**config.mk**
```make
export PLATFORM = sky130hd
export DESIGN_NAME = scene_sequencer_flat
export DESIGN_NICKNAME = d
export VERILOG_FILES = /design/src/rtl/scene_sequencer_if.sv /design/src/rtl/scene_sequencer.sv /design/src/flat_wrapper.sv
export SDC_FILE = /design/constraint.sdc
export NUM_CORES = 1
export LEC_CHECK = 0
export ABC_AREA = 1
export CORE_AREA = 4 4 71 73
export CTS_CLUSTER_DIAMETER = 60
export CTS_CLUSTER_SIZE = 28
export DETAILED_ROUTE_END_ITERATION = 12
export DIE_AREA = 0 0 75 77
export GPL_TIMING_DRIVEN = 0
export HOLD_SLACK_MARGIN = 0.02
export PLACE_DENSITY = 0.77
export SLEW_MARGIN = 20
export SYNTH_ARGS = -nofsm -noshare
export SYNTH_HDL_FRONTEND = slang
export SYNTH_SLANG_ARGS = --single-unit
```
**constraint.sdc**
```tcl
create_clock -name clk -period 4.45 [get_ports clk]
set_clock_uncertainty 0.15 [all_clocks]
set_input_delay 0.89 -clock clk [delete_from_list [all_inputs] [get_ports clk]]
set_output_delay 0.89 -clock clk [all_outputs]
set_load 0.02 [all_outputs]
```
**src/rtl/scene_sequencer_if.sv**
```systemverilog
`default_nettype none
// ============================================================================
//  Module      : scene_sequencer_if
//  Description : Control/status bundle between the VGA front end and the
//                scene sequencer (pixel position, mode controls, scene out).
//  Revision    : 1.0 - initial release
// ============================================================================
interface scene_sequencer_if #(
  parameter int SCENE_W = 2
);
  logic [9:0]         h_cnt;
  logic [9:0]         v_cnt;
  logic               enable;
  logic [1:0]         mode;
  logic               skip;
  logic               restart;
  logic [SCENE_W-1:0] state;
  logic               scene_change;
  logic               done;

  // Controller side: drives position and controls, observes the scene
  modport master (
    output h_cnt, v_cnt, enable, mode, skip, restart,
    input  state, scene_change, done
  );

  // Sequencer side
  modport slave (
    input  h_cnt, v_cnt, enable, mode, skip, restart,
    output state, scene_change, done
  );
endinterface
`default_nettype wire

```
**src/rtl/scene_sequencer.sv**
```systemverilog
`default_nettype none
// ============================================================================
//  Module      : scene_sequencer
//  Description : Timed scene index stepper with wrap / ping-pong / one-shot /
//                freeze modes and optional deferral of advances to the first
//                pixel of a frame.
//  Revision    : 1.0 - initial release
// ============================================================================
module scene_sequencer #(
  parameter int N_SCENES    = 4,
  parameter int SCENE_W     = 2,
  parameter int PERIOD      = 25000000,
  parameter int CNT_W       = 30,
  parameter int RESET_SCENE = 2,
  parameter int FRAME_SYNC  = 1
) (
  input  logic              clk,
  input  logic              rst,
  scene_sequencer_if.slave  bus
);

  localparam logic [1:0] MODE_WRAP    = 2'b00;
  localparam logic [1:0] MODE_PING    = 2'b01;
  localparam logic [1:0] MODE_ONESHOT = 2'b10;
  localparam logic [1:0] MODE_FREEZE  = 2'b11;

  localparam logic [SCENE_W-1:0] LAST_SCENE  = SCENE_W'(N_SCENES - 1);
  localparam logic [SCENE_W-1:0] FIRST_SCENE = '0;
  localparam logic [SCENE_W-1:0] RST_SCENE   = SCENE_W'(RESET_SCENE);
  localparam logic [CNT_W-1:0]   CNT_LAST    = CNT_W'(PERIOD - 1);

  logic [CNT_W-1:0]   cnt_q,   cnt_d;
  logic [SCENE_W-1:0] state_q, state_d;
  logic               pending_q, pending_d;
  logic               dir_q, dir_d;
  logic               scene_change_q, scene_change_d;

  logic               frozen;
  logic               count_en;
  logic               expire;
  logic               skip_req;
  logic               request;
  logic               frame_start;
  logic               apply_ok;
  logic [SCENE_W-1:0] next_scene;
  logic               next_dir;

  // Advance requests and the window in which they may be applied
  always_comb begin
    frozen      = (bus.mode == MODE_FREEZE);
    count_en    = bus.enable && !frozen;
    expire      = count_en && (cnt_q == CNT_LAST);
    skip_req    = bus.skip && !frozen;
    request     = expire || skip_req;
    // Without frame sync the pixel position is irrelevant
    frame_start = (FRAME_SYNC == 0) || ((bus.h_cnt == 10'd0) && (bus.v_cnt == 10'd0));
    apply_ok    = (request || pending_q) && frame_start && !frozen;
  end

  // Scene that the current mode would step to from the present scene
  always_comb begin
    next_scene = state_q;
    next_dir   = dir_q;
    case (bus.mode)
      MODE_WRAP: begin
        next_scene = (state_q == LAST_SCENE) ? FIRST_SCENE : state_q + 1'b1;
      end
      MODE_PING: begin
        if (!dir_q) begin
          if (state_q == LAST_SCENE) begin
            next_scene = state_q - 1'b1;
            next_dir   = 1'b1;
          end else begin
            next_scene = state_q + 1'b1;
          end
        end else begin
          if (state_q == FIRST_SCENE) begin
            next_scene = SCENE_W'(1);
            next_dir   = 1'b0;
          end else begin
            next_scene = state_q - 1'b1;
          end
        end
      end
      MODE_ONESHOT: begin
        // Final scene is sticky: the apply is consumed but nothing moves
        if (state_q != LAST_SCENE) begin
          next_scene = state_q + 1'b1;
        end
      end
      default: begin
      end
    endcase
  end

  // Register next-state: restart overrides skip, skip overrides expiry
  always_comb begin
    cnt_d          = cnt_q;
    state_d        = state_q;
    pending_d      = pending_q;
    dir_d          = dir_q;
    scene_change_d = 1'b0;
    if (bus.restart) begin
      cnt_d     = '0;
      state_d   = RST_SCENE;
      pending_d = 1'b0;
      dir_d     = 1'b0;
    end else begin
      if (skip_req || expire) begin
        cnt_d = '0;
      end else if (count_en) begin
        cnt_d = cnt_q + 1'b1;
      end
      if (apply_ok) begin
        pending_d      = 1'b0;
        state_d        = next_scene;
        dir_d          = next_dir;
        scene_change_d = (next_scene != state_q);
      end else if (request) begin
        pending_d = 1'b1;
      end
    end
  end

  // State registers with asynchronous reset
  always_ff @(posedge clk or posedge rst) begin
    if (rst) begin
      cnt_q          <= '0;
      state_q        <= RST_SCENE;
      pending_q      <= 1'b0;
      dir_q          <= 1'b0;
      scene_change_q <= 1'b0;
    end else begin
      cnt_q          <= cnt_d;
      state_q        <= state_d;
      pending_q      <= pending_d;
      dir_q          <= dir_d;
      scene_change_q <= scene_change_d;
    end
  end

  assign bus.state        = state_q;
  assign bus.scene_change = scene_change_q;
  assign bus.done         = (bus.mode == MODE_ONESHOT) && (state_q == LAST_SCENE);

endmodule
`default_nettype wire

```
**src/flat_wrapper.sv**
```systemverilog
// flat-port wrapper written by rule: the top's interface ports become plain ports
module scene_sequencer_flat 
#(
  parameter int N_SCENES    = 4,
  parameter int SCENE_W     = 2,
  parameter int PERIOD      = 25000000,
  parameter int CNT_W       = 30,
  parameter int RESET_SCENE = 2,
  parameter int FRAME_SYNC  = 1
)
  (clk, rst, bus_h_cnt, bus_v_cnt, bus_enable, bus_mode, bus_skip, bus_restart, bus_state, bus_scene_change, bus_done);
  scene_sequencer_if #(.SCENE_W(SCENE_W)) bus_i ();
  input  logic clk;
  input  logic rst;
  input wire logic [$bits(bus_i.h_cnt)-1:0] bus_h_cnt;
  input wire logic [$bits(bus_i.v_cnt)-1:0] bus_v_cnt;
  input wire logic [$bits(bus_i.enable)-1:0] bus_enable;
  input wire logic [$bits(bus_i.mode)-1:0] bus_mode;
  input wire logic [$bits(bus_i.skip)-1:0] bus_skip;
  input wire logic [$bits(bus_i.restart)-1:0] bus_restart;
  output wire logic [$bits(bus_i.state)-1:0] bus_state;
  output wire logic [$bits(bus_i.scene_change)-1:0] bus_scene_change;
  output wire logic [$bits(bus_i.done)-1:0] bus_done;
  assign bus_i.h_cnt = bus_h_cnt;
  assign bus_i.v_cnt = bus_v_cnt;
  assign bus_i.enable = bus_enable;
  assign bus_i.mode = bus_mode;
  assign bus_i.skip = bus_skip;
  assign bus_i.restart = bus_restart;
  assign bus_state = bus_i.state;
  assign bus_scene_change = bus_i.scene_change;
  assign bus_done = bus_i.done;
  scene_sequencer #(.N_SCENES(N_SCENES), .SCENE_W(SCENE_W), .PERIOD(PERIOD), .CNT_W(CNT_W), .RESET_SCENE(RESET_SCENE), .FRAME_SYNC(FRAME_SYNC)) u_core (.clk(clk), .rst(rst), .bus(bus_i));
endmodule
```
After elaboration in Yosys (flattened, before gate mapping)
Cells that the tools add are included.
{ "classes": {"mux": 22, "reduce_logical": 19, "n_div": 0, "n_lt_le_gt_ge": 0, "shifts": 0, "multipliers": 0, "n_eq_ne": 7, "add_sub_neg": 3, "bitwise_logic": 0} }
{ "op_table": {"columns": ["op", "n"], "rows": [
  ["2-to-1 mux 30 bit", 3],
  ["adder 30 x 1 -> 30 bit, second input constant", 1],
  ["equality test 30 x 25 -> 1 bit, second input constant", 1],
  ["zero test 10 bit", 2],
  ["2-to-1 mux 2 bit", 7],
  ["2-to-1 mux 1 bit", 11],
  ["logical AND 1 bit", 7],
  ["equality test 2 bit, second input constant", 3],
  ["case mux 2 bit (3 select lines)", 1],
  ["nonzero test 3 bit", 2],
  ["zero test 2 bit", 2],
  ["nonzero test 2 bit", 2],
  ["adder 2 x 1 -> 2 bit, second input constant", 1],
  ["equality test 2 x 1 -> 1 bit, second input constant", 1],
  ["logical OR 1 bit", 2],
  ["!= test 2 bit", 1],
  ["!= test 2 bit, second input constant", 1],
  ["AND reduction 2 bit", 1],
  ["subtractor 2 x 1 -> 2 bit, second input constant", 1],
  ["zero test 1 bit", 1]
]} }
{ "word_totals": {"mem_bits_rw": 0, "output_inout_bits": 4, "n_memories": 0, "elab_cells": 56, "latch_bits": 0, "mem_bits_ro": 0, "regBits": 35} }

Logic depth before layout (Yosys ltp)
{ "logic_depth": {"depth_word": 10, "depth_mapped": 12} }

Least setup slack after synthesis
No wires, ideal clock.
{ "synth_path": {"path_kind": "input to output", "from": "input bus_mode[1]", "to": "output bus_done", "path_slack_ns": 1.976, "arrival_ns": 1.434, "stages": 2, "n_path_buf": 0, "path_cell_list": "inv_1 -> nor3_1"} }
{ "synth_between": {"elab_chain_cells": 2} }
{ "synth_lines": {"columns": ["item", "line", "text"], "rows": [
  ["start, declared", "flat_wrapper.sv:18", "input wire logic [$bits(bus_i.mode)-1:0] bus_mode;"],
  ["equality test 2 bit", "scene_sequencer.sv:144", "assign bus.done = (bus.mode == MODE_ONESHOT) && (state_q == LAST_SCENE);"],
  ["logical AND 1 bit", "scene_sequencer.sv:144", null],
  ["end, declared", "flat_wrapper.sv:23", "output wire logic [$bits(bus_i.done)-1:0] bus_done;"]
]} }
No other way between the ends.

Worst setup path in the final report
Ends and elaborated chain as after synthesis.

==> out/qor.csv <==
metric,value,unit
instances_no_fill,411,
slew_violations,0,
port_buffers,30,
cts.sinks,35,
setup_viol,0,
htreeDepth,2,
fill_cells,385,
clock_path_buffers,2,
status,"finished, final reports clean",
die_x,75,µm
setup_slack,1.008,ns
area_delta_synth_final,21.40,%
place_ws,0.9941,ns
synth_area_per_cell,7.305,µm²
grt_use_total,0.2043,
drv_cap,0,
period_share,0.7735,
synth_nets,353,
path_class,input pin to output port,
final_common_cell,nand2_1,
cts.clk_slew.worst_paths,0.07,ns
ant_nets,0,
p_leak,1.302,nW
grt_max_degree,36,
tns,0,ns
yosysWarnings,0,
worst_ep_arrival_time,2.40,ns
via_count,2205,
p_per_area,267.2,nW/µm²
gp_congestion,0.8937,
numCtsBuffers,5,
crit_buf_inv,3,
route.detailed.drc,0,
layout-drive-gt1-share,0.1170,
design.core.area,4354,µm²
hpwlAfterDp,4.352,mm
start_util,0.5385,
power,0.7607,mW
fin_nets,390,
grt_pass1_vias,2097,
pin_count,31,
ctsResizeCount,0,
layout_min_cycle_time,3.442,ns
drt_iter0_drc,138,
tritoncts,done,
hold_ws,0.4134,ns
cp_cell_sequence,"clkdlybuf4s50_1, inv_1, nor3_1, clkdlybuf4s50_1",
dp.cells,403,
register_area,877.1,µm²
most-common-layout-cells,"71 x nand2_1, 51 x nor2_1, 43 x inv_1",
antenna_found_initial,0,
post_cts_buffers,0,
peakVddDrop,156.3,µV
synth_seq_cells,35,
viasPerCell,5.365,
hold_violations,0,
die_h,77,µm
critPathLaunchType,input pin,
grt_pass1_wl,9.163,mm
multi_input_area,1265,µm²
placementRows,24,
root_buffer,clkbuf_8,
hold_buffers,0,
crit_fanout,4,
critPathSlowestCell,clkdlybuf4s50_1,
slowest_delay,0.63,ns
dr.pass1.iters,4,
required,3.41,ns
crit_top_cell,clkdlybuf4s50_1,
grt_setup_unrepaired,false,
clk_latency,0.30,ns
relSlewSlack,0.5099,
ys_types,36,
fin_area,2846,µm²
num_antenna_cells,0,
die-area,5775,µm²
fmax,290.5,MHz
wl,5.553,mm
post_dp_cell_area,2710,µm²
worstMarginPinSlew,0.7341,ns
post-route-util,0.6537,
wire_per_inst,13.51,µm
hold_path.class,flop to flop,
overflow,0,
synthCells,321,
netlist_area,2345,µm²
end_kind,output port,
yosysSeqAreaShare,0.3741,
critPathTopFamily,buffers and inverters,
[area by class of cell]
cell class              count  area share
plain buffers               4    0.009231
clock inverters             3     0.02374
clock buffers               5     0.02418
inverters                  46     0.06198
repair buffers             30      0.1055
multi-input cells         236      0.4444
flip-flops and latches     35      0.3081
well taps                  52     0.02286
[flip-flops by register name, indices dropped and copies added, names as in the netlist]
register / flops
u_core.bus.scene_change: 1
u_core.dir_q: 1
u_core.cnt_q: 30
u_core.pending_q: 1
u_core.bus.state: 2
[final timing paths]
kind | start | endpoint | slack (ns) | cells past startpoint
min in group asynchronous | rst | u_core.dir_q | 0.88 | 2
min reg2reg | u_core.cnt_q[14] | u_core.cnt_q[14] | 0.41 | 1
max in group asynchronous | rst | u_core.cnt_q[16] | 2.79 | 2
min | u_core.cnt_q[14] | u_core.cnt_q[14] | 0.41 | 1
max reg2reg | u_core.bus.state[1] | u_core.bus.scene_change | 2.51 | 10
max | bus_mode[1] | bus_done | 1.01 | 4
[per-layer routing]
metal / global-route usage / share of wire
met5: 0 / 0
met4: 0.07651 / 0.016
met3: 0.06144 / 0.069
met2: 0.3171 / 0.47
met1: 0.2631 / 0.45
[worst reg2reg max path: cells and delay by family (launching register included)]
family,cells,cell delay [ns]
buf+inv,1,0.10
flops,1,0.60
simple gates,6,0.38
compound gates,2,0.37
fa+ha+maj,1,0.28
[cell usage after synthesis, drive strengths merged]
cell / count / area, µm²
nand2: 77 / 327.8
nor2: 54 / 215.2
inv: 45 / 171.4
dfrtp: 34 / 850.8
nand3: 27 / 157.7
a21oi: 19 / 117.6
o21ai: 16 / 98.84
nand4: 9 / 62.56
nor3: 9 / 67.56
xor2: 8 / 70.07
ha: 5 / 62.56
nor4: 5 / 31.28
buf: 4 / 26.27
and3: 1 / 6.260
clkinv: 1 / 5.000
dfstp: 1 / 26.28
nand3b: 1 / 7.510
nor3b: 1 / 7.510
o2111ai: 1 / 8.760
o211ai: 1 / 7.510
o21a: 1 / 7.510
xnor2: 1 / 8.760
[power by group]
part	switching (mW)	internal, mW
registers	0.00537	0.322
clock network	0.123	0.223
logic	0.0473	0.0395
total	0.176	0.585
[logic make-up after synthesis]
family,count (synthesis),synth area share
XOR/XNOR,9,0.03362
flip-flops,35,0.3741
AND/OR/NAND/NOR,184,0.3767
adder cells (fa/ha/maj),5,0.02668
buffers and inverters,50,0.08644
AO/OA/AOI/OAI,38,0.1025
No activity file was read; power rests on OpenSTA's default activity.
